File: src/rtl/mem_ctrl_pkg.sv
// Shared types and constants for the byte-serial memory controller:
// state encoding, request length codes and the IO region select.
package mem_ctrl_pkg;

   typedef enum logic [1:0] {
      MC_IDLE   = 2'd0,
      MC_IFETCH = 2'd1,
      MC_LOAD   = 2'd2,
      MC_STORE  = 2'd3
   } mc_state_t;

   localparam logic [1:0] LEN_B = 2'd0;
   localparam logic [1:0] LEN_H = 2'd1;
   localparam logic [1:0] LEN_W = 2'd2;

   localparam logic [1:0] IO_SEL = 2'b11;

   // Index of the final byte beat for a length code; code 3 behaves as a word.
   function automatic logic [1:0] last_beat(input logic [1:0] len);
      case (len)
         LEN_B:   return 2'd0;
         LEN_H:   return 2'd1;
         default: return 2'd3;
      endcase
   endfunction

endpackage

File: src/rtl/mem_ctrl_if.sv
// Bus bundle between the memory controller, the 8-bit RAM/IO port and the
// two requesters (ICache miss path and load/store buffer).
interface mem_ctrl_if;

   logic [7:0]  mem_din;
   logic [7:0]  mem_dout;
   logic [31:0] mem_a;
   logic        mem_wr;
   logic        io_buffer_full;

   logic        ic_req;
   logic [31:0] ic_addr;
   logic [31:0] ic_data;
   logic        ic_ready;

   logic        lsb_req;
   logic        lsb_wr;
   logic [1:0]  lsb_len;
   logic [31:0] lsb_addr;
   logic [31:0] lsb_wdata;
   logic [31:0] lsb_rdata;
   logic        lsb_ready;

   modport slave (
      input  mem_din, io_buffer_full,
      input  ic_req, ic_addr,
      input  lsb_req, lsb_wr, lsb_len, lsb_addr, lsb_wdata,
      output mem_dout, mem_a, mem_wr,
      output ic_data, ic_ready,
      output lsb_rdata, lsb_ready
   );

   modport master (
      output mem_din, io_buffer_full,
      output ic_req, ic_addr,
      output lsb_req, lsb_wr, lsb_len, lsb_addr, lsb_wdata,
      input  mem_dout, mem_a, mem_wr,
      input  ic_data, ic_ready,
      input  lsb_rdata, lsb_ready
   );

endinterface

File: src/rtl/mem_ctrl.sv
// Byte-serial memory controller: arbitrates ICache fetches and LSB accesses
// onto the 8-bit RAM/IO bus, one byte beat per clock, little-endian.
module mem_ctrl
   import mem_ctrl_pkg::*;
#(
   parameter logic [1:0] IO_MASK = IO_SEL
) (
   input  logic     clk_in,
   input  logic     rst_in,
   input  logic     rdy_in,
   input  logic     clear,
   mem_ctrl_if.slave bus
);

   mc_state_t       state, state_nxt;
   logic [1:0]      cnt, cnt_nxt;
   logic [1:0]      last, last_nxt;
   logic [31:0]     addr_q, addr_nxt;
   logic [31:0]     wdata_q, wdata_nxt;
   logic [3:0][7:0] rbuf, rbuf_nxt;

   logic [31:0]     mem_a_q, mem_a_nxt;
   logic [7:0]      mem_dout_q, mem_dout_nxt;
   logic            mem_wr_q, mem_wr_nxt;
   logic [31:0]     ic_data_q, ic_data_nxt;
   logic            ic_ready_q, ic_ready_nxt;
   logic [31:0]     lsb_rdata_q, lsb_rdata_nxt;
   logic            lsb_ready_q, lsb_ready_nxt;

   logic            accept_ok;
   logic            io_stall_new;
   logic            io_stall_cur;
   logic [1:0]      beat;
   logic [3:0][7:0] rd_word;

   // A requester drops its level request on the edge after its ready pulse,
   // so IDLE must not accept while any ready pulse is still up.
   assign accept_ok    = !clear && !ic_ready_q && !lsb_ready_q;
   assign io_stall_new = (bus.lsb_addr[17:16] == IO_MASK) && bus.io_buffer_full;
   assign io_stall_cur = (addr_q[17:16] == IO_MASK) && bus.io_buffer_full;
   assign beat         = mem_wr_q ? cnt + 2'd1 : cnt;

   always_comb begin
      rd_word      = rbuf;
      rd_word[cnt] = bus.mem_din;
      for (int i = 0; i < 4; i++) begin
         if (i > int'(last)) rd_word[i] = 8'h00;
      end
   end

   always_ff @(posedge clk_in or negedge rst_in) begin
      if (!rst_in)     state <= MC_IDLE;
      else if (rdy_in) state <= state_nxt;
   end

   always_comb begin
      state_nxt = state;
      case (state)
         MC_IDLE: begin
            if (accept_ok) begin
               if (bus.lsb_req)     state_nxt = bus.lsb_wr ? MC_STORE : MC_LOAD;
               else if (bus.ic_req) state_nxt = MC_IFETCH;
            end
         end
         MC_IFETCH, MC_LOAD: begin
            if (clear || cnt == last) state_nxt = MC_IDLE;
         end
         MC_STORE: begin
            if (mem_wr_q && cnt == last) state_nxt = MC_IDLE;
         end
         default: state_nxt = MC_IDLE;
      endcase
   end

   // In STORE, cnt names the beat on the bus (mem_wr_q=1) or the beat still
   // waiting for the IO buffer (mem_wr_q=0); stores ignore clear.
   always_comb begin
      cnt_nxt       = cnt;
      last_nxt      = last;
      addr_nxt      = addr_q;
      wdata_nxt     = wdata_q;
      rbuf_nxt      = rbuf;
      mem_a_nxt     = mem_a_q;
      mem_dout_nxt  = mem_dout_q;
      mem_wr_nxt    = 1'b0;
      ic_data_nxt   = ic_data_q;
      ic_ready_nxt  = 1'b0;
      lsb_rdata_nxt = lsb_rdata_q;
      lsb_ready_nxt = 1'b0;
      case (state)
         MC_IDLE: begin
            if (accept_ok && (bus.lsb_req || bus.ic_req)) begin
               cnt_nxt = 2'd0;
               if (bus.lsb_req) begin
                  addr_nxt  = bus.lsb_addr;
                  last_nxt  = last_beat(bus.lsb_len);
                  wdata_nxt = bus.lsb_wdata;
                  mem_a_nxt = bus.lsb_addr;
                  if (bus.lsb_wr) begin
                     mem_dout_nxt = bus.lsb_wdata[7:0];
                     mem_wr_nxt   = !io_stall_new;
                  end
               end else begin
                  addr_nxt  = bus.ic_addr;
                  last_nxt  = last_beat(LEN_W);
                  mem_a_nxt = bus.ic_addr;
               end
            end
         end
         MC_IFETCH, MC_LOAD: begin
            if (clear) begin
               mem_a_nxt = 32'd0;
               cnt_nxt   = 2'd0;
            end else begin
               rbuf_nxt[cnt] = bus.mem_din;
               if (cnt == last) begin
                  mem_a_nxt = 32'd0;
                  cnt_nxt   = 2'd0;
                  if (state == MC_IFETCH) begin
                     ic_data_nxt  = rd_word;
                     ic_ready_nxt = 1'b1;
                  end else begin
                     lsb_rdata_nxt = rd_word;
                     lsb_ready_nxt = 1'b1;
                  end
               end else begin
                  mem_a_nxt = addr_q + 32'(cnt) + 32'd1;
                  cnt_nxt   = cnt + 2'd1;
               end
            end
         end
         MC_STORE: begin
            if (mem_wr_q && cnt == last) begin
               mem_a_nxt     = 32'd0;
               cnt_nxt       = 2'd0;
               lsb_ready_nxt = 1'b1;
            end else begin
               cnt_nxt      = beat;
               mem_a_nxt    = addr_q + 32'(beat);
               mem_dout_nxt = wdata_q[{beat, 3'b000} +: 8];
               mem_wr_nxt   = !io_stall_cur;
            end
         end
         default: ;
      endcase
   end

   always_ff @(posedge clk_in or negedge rst_in) begin
      if (!rst_in) begin
         cnt         <= 2'd0;
         last        <= 2'd0;
         addr_q      <= 32'd0;
         wdata_q     <= 32'd0;
         rbuf        <= '0;
         mem_a_q     <= 32'd0;
         mem_dout_q  <= 8'd0;
         mem_wr_q    <= 1'b0;
         ic_data_q   <= 32'd0;
         ic_ready_q  <= 1'b0;
         lsb_rdata_q <= 32'd0;
         lsb_ready_q <= 1'b0;
      end else if (rdy_in) begin
         cnt         <= cnt_nxt;
         last        <= last_nxt;
         addr_q      <= addr_nxt;
         wdata_q     <= wdata_nxt;
         rbuf        <= rbuf_nxt;
         mem_a_q     <= mem_a_nxt;
         mem_dout_q  <= mem_dout_nxt;
         mem_wr_q    <= mem_wr_nxt;
         ic_data_q   <= ic_data_nxt;
         ic_ready_q  <= ic_ready_nxt;
         lsb_rdata_q <= lsb_rdata_nxt;
         lsb_ready_q <= lsb_ready_nxt;
      end
   end

   assign bus.mem_a     = mem_a_q;
   assign bus.mem_dout  = mem_dout_q;
   assign bus.mem_wr    = mem_wr_q;
   assign bus.ic_data   = ic_data_q;
   assign bus.ic_ready  = ic_ready_q;
   assign bus.lsb_rdata = lsb_rdata_q;
   assign bus.lsb_ready = lsb_ready_q;

endmodule

File: src/flat_wrapper.sv
// flat-port wrapper written by rule: the top's interface ports become plain ports
module mem_ctrl_flat import mem_ctrl_pkg::*;
#(
   parameter logic [1:0] IO_MASK = IO_SEL
)
  (clk_in, rst_in, rdy_in, clear, bus_mem_din, bus_io_buffer_full, bus_ic_req, bus_ic_addr, bus_lsb_req, bus_lsb_wr, bus_lsb_len, bus_lsb_addr, bus_lsb_wdata, bus_mem_dout, bus_mem_a, bus_mem_wr, bus_ic_data, bus_ic_ready, bus_lsb_rdata, bus_lsb_ready);
  mem_ctrl_if bus_i ();
  input  logic clk_in;
  input  logic rst_in;
  input  logic rdy_in;
  input  logic clear;
  input wire logic [$bits(bus_i.mem_din)-1:0] bus_mem_din;
  input wire logic [$bits(bus_i.io_buffer_full)-1:0] bus_io_buffer_full;
  input wire logic [$bits(bus_i.ic_req)-1:0] bus_ic_req;
  input wire logic [$bits(bus_i.ic_addr)-1:0] bus_ic_addr;
  input wire logic [$bits(bus_i.lsb_req)-1:0] bus_lsb_req;
  input wire logic [$bits(bus_i.lsb_wr)-1:0] bus_lsb_wr;
  input wire logic [$bits(bus_i.lsb_len)-1:0] bus_lsb_len;
  input wire logic [$bits(bus_i.lsb_addr)-1:0] bus_lsb_addr;
  input wire logic [$bits(bus_i.lsb_wdata)-1:0] bus_lsb_wdata;
  output wire logic [$bits(bus_i.mem_dout)-1:0] bus_mem_dout;
  output wire logic [$bits(bus_i.mem_a)-1:0] bus_mem_a;
  output wire logic [$bits(bus_i.mem_wr)-1:0] bus_mem_wr;
  output wire logic [$bits(bus_i.ic_data)-1:0] bus_ic_data;
  output wire logic [$bits(bus_i.ic_ready)-1:0] bus_ic_ready;
  output wire logic [$bits(bus_i.lsb_rdata)-1:0] bus_lsb_rdata;
  output wire logic [$bits(bus_i.lsb_ready)-1:0] bus_lsb_ready;
  assign bus_i.mem_din = bus_mem_din;
  assign bus_i.io_buffer_full = bus_io_buffer_full;
  assign bus_i.ic_req = bus_ic_req;
  assign bus_i.ic_addr = bus_ic_addr;
  assign bus_i.lsb_req = bus_lsb_req;
  assign bus_i.lsb_wr = bus_lsb_wr;
  assign bus_i.lsb_len = bus_lsb_len;
  assign bus_i.lsb_addr = bus_lsb_addr;
  assign bus_i.lsb_wdata = bus_lsb_wdata;
  assign bus_mem_dout = bus_i.mem_dout;
  assign bus_mem_a = bus_i.mem_a;
  assign bus_mem_wr = bus_i.mem_wr;
  assign bus_ic_data = bus_i.ic_data;
  assign bus_ic_ready = bus_i.ic_ready;
  assign bus_lsb_rdata = bus_i.lsb_rdata;
  assign bus_lsb_ready = bus_i.lsb_ready;
  mem_ctrl #(.IO_MASK(IO_MASK)) u_core (.clk_in(clk_in), .rst_in(rst_in), .rdy_in(rdy_in), .clear(clear), .bus(bus_i));
endmodule
File: config.mk
export PLATFORM = sky130hd
export DESIGN_NAME = mem_ctrl_flat
export DESIGN_NICKNAME = d
export VERILOG_FILES = /design/src/rtl/mem_ctrl_pkg.sv /design/src/rtl/mem_ctrl_if.sv /design/src/rtl/mem_ctrl.sv /design/src/flat_wrapper.sv
export SDC_FILE = /design/constraint.sdc
export NUM_CORES = 1
export LEC_CHECK = 0
export CAP_MARGIN = 20
export CORE_UTILIZATION = 47
export CTS_CLUSTER_DIAMETER = 40
export DETAILED_ROUTE_END_ITERATION = 7
export GPL_TIMING_DRIVEN = 0
export PLACE_DENSITY_LB_ADDON = 0.2
export SYNTH_ARGS = -nofsm -noshare
export SYNTH_HDL_FRONTEND = slang
export SYNTH_SLANG_ARGS = --single-unit
File: constraint.sdc
create_clock -name clk_in -period 4.69 [get_ports clk_in]
set_input_delay 0.7035 -clock clk_in [delete_from_list [all_inputs] [get_ports clk_in]]
set_output_delay 0.7035 -clock clk_in [all_outputs]
set_load 0.02 [all_outputs]
==> impl_metrics.ini, run 1 <==
[detailed_routing]
drt_first_iter_violations = 698
ant_nets = 0
vias = 9336
drc = 0
wire_per_inst_um = 19.77
drt_wl_total_um = 32310
drt-pass1-iter-count = 5
vias_per_cell = 5.714

[floorplanning]
die_h_um = 153.7
std_cell_rows = 55
initial_utilization = 0.4792
core_area_um2 = 22570
die_area_um2 = 23620
dieWidth_um = 153.7
io_pins = 221

[critical_path]
path_cells = inv_1 > ha_1 > mux2i_2 > inv_1 > ha_1 > a21o_1 > and4_4 > buf_6 > nand4_1 > xnor2_1 > a221o_1 > a22o_1
rr_worst_depth = 12
cp-end-kind = register
slowest_delay_ps = 670
crit_arrival_ps = 4220
criticalPathCategory = register to register
path_max_fanout = 10
crit_slowest_cell = mux2i_2
required_ps = 5130
r2r_setup_slack_ps = 920
start_kind = register

[finish]
syn2layout_area_growth_pct = 33.26
antenna_cells = 0
final_area_um2 = 14410
drive_above_1_share = 0.1423
seqCellArea_um2 = 5230
multi_input_area_um2 = 5179
fill_cells = 1899
num-nets-final = 1454
final_cells = 1634

[synthesis]
ys_top_cells_by_area = dfrtp_1 (48%), mux2_2 (8.3%), nand2_1 (7.1%)
ys_ff_latch = 209
ys_top_cells_by_count = dfrtp_1 (209), nand2_1 (206), o21ai_0 (102)
async_flop_share = 1.000
synth.top_cell.area_share = 0.4836
synth_cells = 1071
yosysMostFrequentCell = dfrtp_1
synth_top_area_cell = dfrtp_1
seq_area_frac_synth = 0.4836
synth_cell_type_count = 68
ys.warnings.count = 0
synth_fp_nets = 1200
synth-edff-count = 0
syn-cell-area_um2 = 10820
synth.avg_cell_area_um2 = 10.10
synth_flop_cell = dfrtp_1

[global_routing]
grt_pass1_vias = 9190
grt_usage = 0.2791
grt_start_max_net_pins = 119
gr-total-overflow = 0
grt_pass1_wl_um = 51250
grt_antenna_before_repair = 0

[cts]
hold_buffers = 0
clk_pin_slew_ps = 60
cts_tree = built
clock-sinks = 209
clkLatencyLatePin_ps = 550
root_buffer = clkbuf_16
postCtsSetupBuffers = 0
cts_resized = 0
cts_buffers = 31
clockBufferDepth = 3
htree_levels = 1

[timing]
rsz0062_at_grt = false
fin_skew_ps = 22.30
report.final.hold_viol_count = 0
period_minus_slack_ps = 3772
max_slew_margin = 0.3726
max_freq_ghz = 0.2651
finalCritPeriodShare = 0.8043
setup_viol = 0
final.setup.worst_slack_ps = 917.6
final_max_slew_viol_count = 0
tightestPinTransition_ps = 941.1

[placed_design]
dp_hpwl_um = 23160
dpl.cell_count = 1577
port_buffers = 220
post-place-ws_ps = 922.2
place_area_um2 = 13410
gp_congestion = 0.9362

[run]
max-cap-violations = 0

[power]
power_frac_seq = 0.337
cellLeakagePower_nw = 6.340
internal-power_mw = 5.427
power_density_nw_per_um2 = 613.5
total_power_mw = 8.842
p_switching_mw = 3.416
pwr-share-clk = 0.251
swShare = 0.3863
combinationalPowerShare = 0.412
peakVddDrop_v = 0.0002813

[min_path]
hold_class = primary input to async pin

[status]
outcome = complete, no violations
==> sequential cells by signal, indices dropped and copies added, names as in the netlist <==
| signal | flops |
|---|---|
| u_core.addr_q | 32 |
| u_core.bus.ic_data | 32 |
| u_core.bus.lsb_rdata | 32 |
| u_core.bus.mem_a | 32 |
| u_core.rbuf | 32 |
| u_core.wdata_q | 32 |
| u_core.bus.mem_dout | 8 |
| u_core.cnt | 2 |
| u_core.last | 2 |
| u_core.state | 2 |
| u_core.bus.ic_ready | 1 |
| u_core.bus.lsb_ready | 1 |
| u_core.bus.mem_wr | 1 |
==> final timing paths <==
path,from,endpoint
setup / recovery,u_core.cnt[1],u_core.bus.mem_a[17]
hold / removal,rst_in,u_core.bus.ic_data[3]
setup reg to reg,u_core.cnt[1],u_core.bus.mem_a[17]
hold reg to reg,u_core.bus.lsb_rdata[10],u_core.bus.lsb_rdata[10]
max in group asynchronous,rst_in,u_core.rbuf[29]
min in group clk_in,u_core.bus.lsb_rdata[10],u_core.bus.lsb_rdata[10]
==> worst max-delay path: cells and delay by family (launching register included) <==
kind	cells	cell delay, ps
AO/OA/AOI/OAI	3	750
adder cells (fa/ha/maj)	2	690
multiplexers	1	670
flip-flops	1	530
buffers and inverters	3	500
AND/OR/NAND/NOR	2	360
XOR/XNOR	1	150
==> area by class of cell <==
class / instances / area share
Buffer: 72 / 0.02327
Clock buffer: 35 / 0.05625
Clock inverter: 22 / 0.01354
Inverter: 19 / 0.004948
Multi-Input combinational cell: 771 / 0.3593
Sequential cell: 209 / 0.3629
Tap cell: 285 / 0.02474
Timing Repair Buffer: 221 / 0.1550
==> routing by layer <==
layer  wire length, µm  vias to the layer above  global-route usage  part of all wire
met5                 0                        -                   0                 0
met4              1005                        0             0.08857             0.031
met3              2107                       75             0.04059             0.065
met2             14970                      368              0.4535              0.46
met1             14230                     4567              0.3863              0.44
li1                  -                     4326                   -                 -
==> power by group through the flow <==
stage / sequential (mW) / clock, mW / combinational [mW]
after floorplan: 3.23 / 0 / 1.92
after global placement: 2.97 / 0 / 3.54
after detailed placement: 2.99 / 0 / 3.61
after CTS: 2.97 / 2.24 / 3.64
after global routing: 3.06 / 2.34 / 3.92
final: 2.98 / 2.22 / 3.64
==> layout by cell type, fill, tap and decap left out, types with 13 or more instances in the layout <==
master	synthesis	layout
ha_1	13	13
clkdlybuf4s50_1	0	219
nand2_1	206	206
a21oi_1	32	32
clkbuf_1	36	38
clkbuf_16	0	31
inv_1	19	19
nand3_1	21	21
mux2_2	80	80
o21ai_0	102	102
xnor2_1	15	15
mux2i_1	63	63
dfrtp_1	209	209
buf_2	24	24
nor2_1	57	57
==> stage by stage <==
stage	setup TNS, ps	utilization	hold WS, ps
floorplan	0	-	407.9
global placement	-1236190	0.5925	459.5
detailed placement	0	0.5940	463.3
CTS	0	0.6385	276.2
global route	0	0.6385	329.5
finish	0	0.6385	233.8
==> cells by family (layout without fill, tap and decap cells) <==
group | count (synthesis) | count (layout) | synth area share
AND/OR/NAND/NOR | 346 | 346 | 0.1411
buffers and inverters | 91 | 369 | 0.03760
XOR/XNOR | 25 | 25 | 0.02163
AO/OA/AOI/OAI | 233 | 233 | 0.1378
multiplexers | 152 | 152 | 0.1595
adder cells (fa/ha/maj) | 15 | 15 | 0.01874
flip-flops | 209 | 209 | 0.4836
Power figures use the tool's default switching activity.
==> run 2: changes to the inputs <==
- clock period: 4.69 -> 3.6 ns (I/O delays scaled with it)
==> impl_metrics.ini, run 2 (synthesis results as in run 1) <==
[status]
outcome = complete, no violations

[detailed_routing]
ant_nets = 0
vias = 9367
vias_per_cell = 5.726
wire_per_inst_um = 19.78
drt_first_iter_violations = 611
drc = 0
drt_wl_total_um = 32360
drt-pass1-iter-count = 5

[finish]
final_common_cell = clkdlybuf4s50_1
fill_cells = 1894
layout_common_cells = clkdlybuf4s50_1 (219), dfrtp_1 (209), nand2_1 (206)
syn2layout_area_growth_pct = 33.67
final_cells = 1636
antenna_cells = 0
num-nets-final = 1456
drive_above_1_share = 0.1451

[floorplanning]
io_pins = 221
core_area_um2 = 22570
std_cell_rows = 55
die_area_um2 = 23620
dieWidth_um = 153.7
initial_utilization = 0.4792
die_h_um = 153.7

[placed_design]
dp_hpwl_um = 23160
port_buffers = 220
gp_congestion = 0.9362
dpl.cell_count = 1577

[timing]
report.final.hold_viol_count = 0
holdWs_ps = 75.18
rsz0062_at_grt = false
final_max_slew_viol_count = 0
tightestPinTransition_ps = 925.3
fin_skew_ps = 22.66
period_minus_slack_ps = 3395
max_freq_ghz = 0.2945
finalCritPeriodShare = 0.9431
max_slew_margin = 0.3831
setup_viol = 0

[critical_path]
cp-end-kind = register
r2r-start = u_core.cnt[1]
criticalPathCategory = register to register
slowest_delay_ps = 560
critPathBufInv = 1
critical_path.top_delay_family = simple AND/OR/NAND/NOR gates
crit_start = u_core.cnt[1]
required_ps = 4040
path_max_fanout = 7
crit_arrival_ps = 3830
path_cells = inv_1 > ha_1 > mux2i_4 > fa_1 > nand3b_1 > nor3_2 > nand3b_1 > xnor2_1 > a221o_1 > a22o_1
start_kind = register
crit_slowest_cell = dfrtp_1
cpMostUsedCell = nand3b_1

[power]
cellLeakagePower_nw = 6.364
peakVddDrop_v = 0.0003677
pwr-share-clk = 0.250
power_density_nw_per_um2 = 798.3
p_switching_mw = 4.465
total_power_mw = 11.54
internal-power_mw = 7.076
swShare = 0.3869
combinationalPowerShare = 0.413
power_frac_seq = 0.337

[cts]
clkLatencyLatePin_ps = 550
hold_buffers = 0
htree_levels = 1
cts_tree = built
clk_pin_slew_ps = 60
root_buffer = clkbuf_16
clock-sinks = 209
cts_buffers = 31
clockBufferDepth = 3

[run]
max-cap-violations = 0

[global_routing]
grt_antenna_before_repair = 0
grt_pass1_wl_um = 51330
grt_usage = 0.2794
grt_start_max_net_pins = 119
gr-total-overflow = 0
grt_pass1_vias = 9205

[min_path]
hold_class = primary input to async pin
==> run 2: path summary, 6_finish.rpt <==
path                       slack (ps)                  endpoint  cells past startpoint
min                                80     u_core.bus.ic_data[3]                      1
min in group clk_in               470  u_core.bus.lsb_rdata[10]                      2
max                               200      u_core.bus.mem_a[26]                     10
min reg2reg                       470  u_core.bus.lsb_rdata[10]                      2
max reg2reg                       200      u_core.bus.mem_a[26]                     10
max in group asynchronous        2520           u_core.rbuf[29]                      2
==> run 2: layout make-up <==
type | instances | area [µm²] | area share
plain buffers | 72 | 335.3 | 0.02320
clock inverters | 22 | 195.2 | 0.01350
repair buffers | 223 | 2250 | 0.1556
multi-input cells | 771 | 5207 | 0.3602
clock buffers | 35 | 810.8 | 0.05608
well taps | 285 | 356.6 | 0.02467
flip-flops and latches | 209 | 5230 | 0.3618
inverters | 19 | 71.32 | 0.004933
==> run 2: power by group through the flow <==
stage | clock network (mW) | logic [mW] | registers (mW)
2_1_floorplan | 0 | 2.50 | 4.21
3_3_place_gp | 0 | 4.61 | 3.88
3_5_place_dp | 0 | 4.70 | 3.89
4_1_cts | 2.92 | 4.75 | 3.87
5_1_grt | 3.04 | 5.12 | 3.99
6_report | 2.89 | 4.77 | 3.88
==> run 2: metrics by stage <==
stage                     setup slack, ps  TNS (ps)  utilization  area, µm²
after floorplan                     475.8         0            -      10820
after global placement              -6868  -1430390       0.5925      13370
after detailed placement           -167.8    -794.8       0.5940      13410
after CTS                           32.16         0       0.6392      14430
after global routing                15.01         0       0.6405      14460
final                               204.8         0       0.6405      14460
==> run 2: timing repair <==
action                                  CTS  global route
setup buffers                             0             2
resized for setup                         2             2
endpoints found under the setup margin    7            10
gates cloned                              0             0
hold endpoints to repair                  0             0
==> run 2: routing by layer <==
metal	track usage	routed length [µm]	vias to the layer above
met5	0	0	-
met4	0.09429	1035	0
met3	0.04030	2082	79
met2	0.4528	15000	372
met1	0.3855	14250	4584
li1	-	-	4332
==> RTL change 1: new RTL, config.mk and constraints of run 2 <==
Reset style: synchronous (`rst_in`), changed in 2 clocked blocks.
--- a/src/rtl/mem_ctrl.sv
+++ b/src/rtl/mem_ctrl.sv
@@ -48,7 +48,7 @@
       end
    end
 
-   always_ff @(posedge clk_in or negedge rst_in) begin
+   always_ff @(posedge clk_in) begin
       if (!rst_in)     state <= MC_IDLE;
       else if (rdy_in) state <= state_nxt;
    end
@@ -145,7 +145,7 @@
       endcase
    end
 
-   always_ff @(posedge clk_in or negedge rst_in) begin
+   always_ff @(posedge clk_in) begin
       if (!rst_in) begin
          cnt         <= 2'd0;
          last        <= 2'd0;
Behaviour: differs if rst_in is asserted again (counterexample within 4 cycles, from zero or initial values and one cycle with rst_in low); with rst_in held inactive, the same outputs for 4 cycles.
==> RTL change 1 against run 2 <==
The flow now finishes with violations (design-rule violations); area after synthesis is 1.6% lower; wire length is 24% higher; sequential cell count stayed put; setup slack better by 43 ps; final area is 2.3% lower; non-clock buffer count is 33 higher; critical endpoint is now u_core.bus.mem_a[12]; largest cell class is now multi-input combinational cells; highest routed layer unchanged.
Power is not compared: it rests on default switching activity, and its combinational part moved more than twofold at a synthesized area within 25%.
==> RTL change 1: results (changes against run 2) <==
stage,metric,value,unit,change
pwr,Sw Pwr,1.79,mW,
place,I/O Buffers,211,,-4.1%
synth,post-synthesis share of cell area spent on xor and xnor gates,2.28,%,+0.12 points
synth,cell types with the highest counts after synthesis,"255 x nand2_1, 209 x dfxtp_1, 142 x nor2_1, 117 x a21oi_1, 75 x clkbuf_1",,
routing,first-pass iteration count of the detailed router,8,,+3
synth,adder-cell share of the synthesized area,1.91,%,+0.031 points
run_status,violations in the final reports,design-rule violations,,
place,worst setup slack after placement,-385,ps,-217 ps
synth,Yosys warnings,0,,unchanged
hold_path,worst hold path depth,3,,
synth,mux share of post-synthesis cell area,8.84,%,-7.1 points
cells_and_area,footprint of the multi-input gates,0.00595,sq mm,+14%
place,post-detailed-placement cell area,0.0131,sq mm,-2.3%
routing,via density per instance,5.94,,+3.7%
cells_and_area,number of nets in the final layout,1699,,+17%
synth,Post-Syn Nets,1456,,+21%
grt,wire length of the first global-routing pass,61400,microns,+20%
routing,Initial DRC Count,943,,+54%
clocking,total CTS buffers,28,,-9.7%
worst_setup_path,Worst Reg2Reg Path Length in Cells,11,,+1
pwr,IR Drop Worst-Case VDD,0.391,mV,
hold_path,worst hold path class,in -> reg,,
clocking,CTS max path bufs,3,,unchanged
clocking,clock latency of the later-clocked register in the worst-skew pair,540,ps,
sta,slew at the pin closest to its max-slew limit,974,ps,+48.9 ps
synth,sequential cell area fraction in the yosys report,39.3,%,-9.0 points
clocking,clock slew at reported path FFs,60,ps,about the same
routing,number of remaining DRC errors,16,,+16
run_status,result of the run,finished with violations,,
worst_setup_path,maximum fanout count along the critical path,7,,unchanged
synth,"synthesized-area fraction occupied by ao, oa, aoi and oai cells",21.4,%,+7.6 points
grt,via count of the first global-routing pass,10900,,+18%
pwr,leakage power total,4.91,nW,
routing,post-DR wirelength/cell,21.4,microns,+8.1%
synth,proportion of synthesized flip-flops having asynchronous set or reset,0,%,-100 points
cells_and_area,# diodes,0,,unchanged
cells_and_area,Filler Cells Inserted,1947,,+2.8%
place,weighted congestion reported at the end of routability-driven placement,0.991,,+5.9%
synth,biggest area contributors in the synthesized netlist,"dfxtp_1 39%, nand2_1 9.0%, mux2i_1 5.9%, a21oi_1 5.5%, nor2_1 5.0%",,
grt,largest net degree at the start of global routing,14,,-88%
synth,ys flop type,dfxtp_1,,
cells_and_area,fraction of layout cells with a size suffix above 1,7.79,%,-6.7 points
sta,maximum clock skew at final layout,11.6,ps,-11.1 ps
synth,post-synthesis cell type count,74,,+8.8%
place,Detail Placement HPWL,29400,microns,+27%
grt,number of antenna violations at the first check in global routing,0,,unchanged
clocking,number of H-tree branching levels,1,,unchanged
clocking,root cell of the clock tree,clkbuf_16,,
grt,GR Util All Layers,33.8,%,+5.9 points
[RTL change 1: final cells by class]
cell class	instances	share of cell area, %
Sequential cell	209	29.6
Clock inverter	14	1.10
Clock buffer	37	5.77
Timing Repair Buffer	213	15.1
Tap cell	280	2.48
Buffer	115	3.38
Inverter	19	0.505
Multi-Input combinational cell	984	42.1
[RTL change 1: critical path: stages (launching register included)]
cell	delay, ps
dfxtp_1	520
inv_1	160
ha_1	370
mux2i_4	100
fa_1	520
and3b_1	240
buf_2	200
nand4_1	280
a221oi_1	370
a21oi_1	70
o21ai_1	270
a21oi_1	110
[RTL change 1: worst paths after layout]
path                        start              endpoint  slack [ps]
max                 u_core.cnt[1]  u_core.bus.mem_a[12]         250
max reg2reg         u_core.cnt[1]  u_core.bus.mem_a[12]         250
min                bus_mem_din[6]        u_core.rbuf[6]         440
min reg2reg  u_core.bus.mem_a[21]  u_core.bus.mem_a[21]         450
[RTL change 1: power groups by stage]
stage / logic, mW / clock network [mW] / registers, mW
floorplan: 0.469 / 0 / 2.59
CTS: 0.996 / 2.85 / 2.50
finish: 1.01 / 2.85 / 2.50
global route: 1.08 / 2.96 / 2.51
detailed placement: 0.988 / 0 / 2.55
global placement: 0.976 / 0 / 2.54
[RTL change 1: logic make-up (layout without fill, tap and decap cells)]
family | Yosys count | in the layout
AND/OR/NAND/NOR | 510 | 510
adder cells (fa/ha/maj) | 15 | 15
buffers and inverters | 134 | 398
multiplexers | 82 | 82
flip-flops | 209 | 209
XOR/XNOR | 26 | 26
AO/OA/AOI/OAI | 351 | 351
[RTL change 1: what timing repair did]
| action | in CTS | in global routing |
|---|---|---|
| buffers inserted | 1 | 1 |
| resized for setup | 4 | 3 |
| setup endpoints to repair | 17 | 10 |
| pin swaps | 1 | 0 |
[RTL change 1: layer usage]
layer  vias up  part of all wire, %  track usage (%)  wire, microns
li1       5152                    -                -              -
met1      5296                   44             45.5          17500
met2       538                   44             53.4          17400
met3       122                  8.5             5.46           3400
met4         0                  4.3             15.2           1720
met5         -                    0                0              0
[RTL change 1: through the flow]
step | cells | TNS [ps]
global placement | 1818 | -2480
finish | 1871 | 0
detailed placement | 1818 | -2820
CTS | 1870 | 0
floorplan | 1327 | 0
global route | 1871 | 0
==> RTL change 2: new RTL, config.mk and constraints of run 2 <==
Made on the original files. Encoding of `mc_state_t`: now one-hot (4 bits for 4 states).
--- a/src/rtl/mem_ctrl_pkg.sv
+++ b/src/rtl/mem_ctrl_pkg.sv
@@ -2,11 +2,11 @@
 // state encoding, request length codes and the IO region select.
 package mem_ctrl_pkg;
 
-   typedef enum logic [1:0] {
-      MC_IDLE   = 2'd0,
-      MC_IFETCH = 2'd1,
-      MC_LOAD   = 2'd2,
-      MC_STORE  = 2'd3
+   typedef enum logic [3:0] {
+      MC_IDLE   = 4'b0001,
+      MC_IFETCH = 4'b0010,
+      MC_LOAD   = 4'b0100,
+      MC_STORE  = 4'b1000
    } mc_state_t;
 
    localparam logic [1:0] LEN_B = 2'd0;
Formal check against the unedited RTL: same outputs for any inputs over 4 cycles, from zero or initial values and one cycle with rst_in low; so few cycles prove little.
==> RTL change 2 against run 2 <==
Setup slack improved by 37 ps; global-route usage fell by 0.76 points; sequential cell count rose by 2; total power fell by 8.1%; clock skew fell by 4.8 ps; area after synthesis rose by 1.8%; cell count rose by 3.3%; wire length fell by 0.35%; sequential share of layout area fell by 0.51 points; count of clock-buffer cells in the layout fell by 2; final area rose by 2.4%; combinational power fell by 20%; synthesized cell count rose by 2.2%.
==> RTL change 2: results (changes against run 2) <==
stage,metric,value,unit,change
run_status,result of the run,"finished, final reports clean",,
place,number of cells after detailed placement,1628,,+3.2%
worst_setup_path,largest stage delay on the critical path,470,ps,-90 ps
routing,post-DR wirelength/cell,19.1,microns,-3.5%
grt,wire length of the first global-routing pass,51300,microns,about the same
grt,met1 layer usage reported by global route,36.8,%,-1.8 points
sta,slew at the pin closest to its max-slew limit,898,ps,-26.8 ps
grt,largest net degree at the start of global routing,107,,-10%
routing,routed wire length,32200,microns,-0.35%
pwr,IR Drop Worst-Case VDD,0.402,mV,+9.2%
grt,met3 global-route usage,4.07,%,+0.036 points
worst_setup_path,launching point of the worst reg2reg path,u_core.cnt[0],,
grt,GR Util All Layers,27.2,%,-0.76 points
pwr,leakage power total,6.45,nW,+1.4%
cells_and_area,fraction of layout cells with a size suffix above 1,15.5,%,+0.97 points
worst_setup_path,maximum fanout count along the critical path,17,,+10
pwr,internal power component,6.76,mW,-4.4%
cells_and_area,Filler Cells Inserted,1917,,+1.2%
hold_path,worst hold path class,in -> async,,
grt,number of antenna violations at the first check in global routing,1,,+1
synth,Post-Syn Nets,1219,,+1.6%
routing,Initial DRC Count,628,,+2.8%
place,post-detailed-placement cell area,0.0136,sq mm,+1.6%
synth,sequential cell area fraction in the yosys report,48.0,%,-0.37 points
synth,average size of a mapped cell,10.1,sq um,-0.47%
clocking,CTS max path bufs,3,,unchanged
cells_and_area,fin area,0.0148,sq mm,+2.4%
worst_setup_path,dominant delay contributor by cell family on the critical path,compound AO/OA/AOI/OAI gates,,
routing,routed wire length on met3,1940,microns,-6.7%
grt,via count of the first global-routing pass,9476,,+2.9%
synth,proportion of synthesized flip-flops having asynchronous set or reset,100,%,unchanged
routing,via density per instance,5.66,,-1.2%
cells_and_area,footprint of the multi-input gates,0.00537,sq mm,+3.1%
clocking,number of H-tree branching levels,1,,unchanged
routing,wire length on met2,15100,microns,+0.65%
pwr,Clk pwr share,29.3,%,+4.3 points
clocking,clock slew at reported path FFs,60,ps,about the same
place,I/O Buffers,219,,-0.45%
routing,highest metal layer with signal wires,met4,,
routing,routed metal-1 wirelength,14200,microns,-0.18%
cells_and_area,number of nets in the final layout,1476,,+1.4%
place,Detail Placement HPWL,23300,microns,+0.61%
worst_setup_path,Worst EP arrival,3790,ps,-40 ps
sta,maximum clock skew at final layout,17.9,ps,-4.78 ps
pwr,post-route total power,10.6,mW,-8.1%
synth,post-synthesis cell type count,72,,+5.9%
grt,global routing met2 resource utilization,44.4,%,-0.84 points
clocking,root cell of the clock tree,clkbuf_16,,
routing,first-pass iteration count of the detailed router,5,,unchanged
synth,cell types with the highest counts after synthesis,"210 x dfrtp_1, 183 x nand2_1, 89 x o21ai_0, 69 x a21oi_1, 66 x nor2_1",,
synth,biggest area contributors in the synthesized netlist,"dfrtp_1 48%, nand2_1 6.2%, mux2_2 5.9%, mux2i_1 5.3%, mux2_4 4.1%",,
cells_and_area,flip-flop and latch area,0.00528,sq mm,+0.98%
place,worst setup slack after placement,-688,ps,-520 ps
pwr,combinational power,3.82,mW,-20%
place,weighted congestion reported at the end of routability-driven placement,0.931,,-0.51%
[RTL change 2: changes by cell type after synthesis, moves of 8 or more]
cell	delta
a22o_1	-8
a21oi_1	+37
nor2_1	+9
o21a_1	+8
and3_1	+9
nand2_1	-23
mux2_4	+30
clkbuf_1	-9
a311oi_1	+9
xnor2_1	+10
mux2_2	-22
o21ai_0	-13
mux4_2	-8
[RTL change 2: what timing repair did]
item	CTS	global route
hold endpoints to repair	0	0
setup buffers	2	3
hold buffers	0	0
gates resized for setup	9	5
pin swaps	1	0
endpoints found under the setup margin	23	9
[RTL change 2: area by class of cell]
cell class                      instances  area share [%]
Clock inverter                         24            1.89
Multi-Input combinational cell        800            36.2
Sequential cell                       211            35.7
Timing Repair Buffer                  225            15.3
Clock buffer                           33            5.42
Inverter                               15           0.389
Antenna cell                            1          0.0169
Buffer                                 68            2.44
Tap cell                              313            2.64
[RTL change 2: final timing paths]
check                           slack (ps)  cells after the start                       end
worst max-delay path                   240                     12      u_core.bus.mem_a[12]
worst min-delay path                    60                      1     u_core.bus.ic_data[1]
worst max register to register         240                     12      u_core.bus.mem_a[12]
worst min register to register         470                      2  u_core.bus.lsb_rdata[25]
max in group asynchronous             2530                      2       u_core.bus.mem_a[7]
min in group clk_in                    470                      2  u_core.bus.lsb_rdata[25]
[RTL change 2: logic make-up after synthesis]
family	after synthesis	share of synthesized area (%)
AO/OA/AOI/OAI	257	14.4
flip-flops	211	48.0
XOR/XNOR	27	2.15
AND/OR/NAND/NOR	360	15.0
multiplexers	146	15.3
adder cells (fa/ha/maj)	10	1.27
buffers and inverters	84	3.82
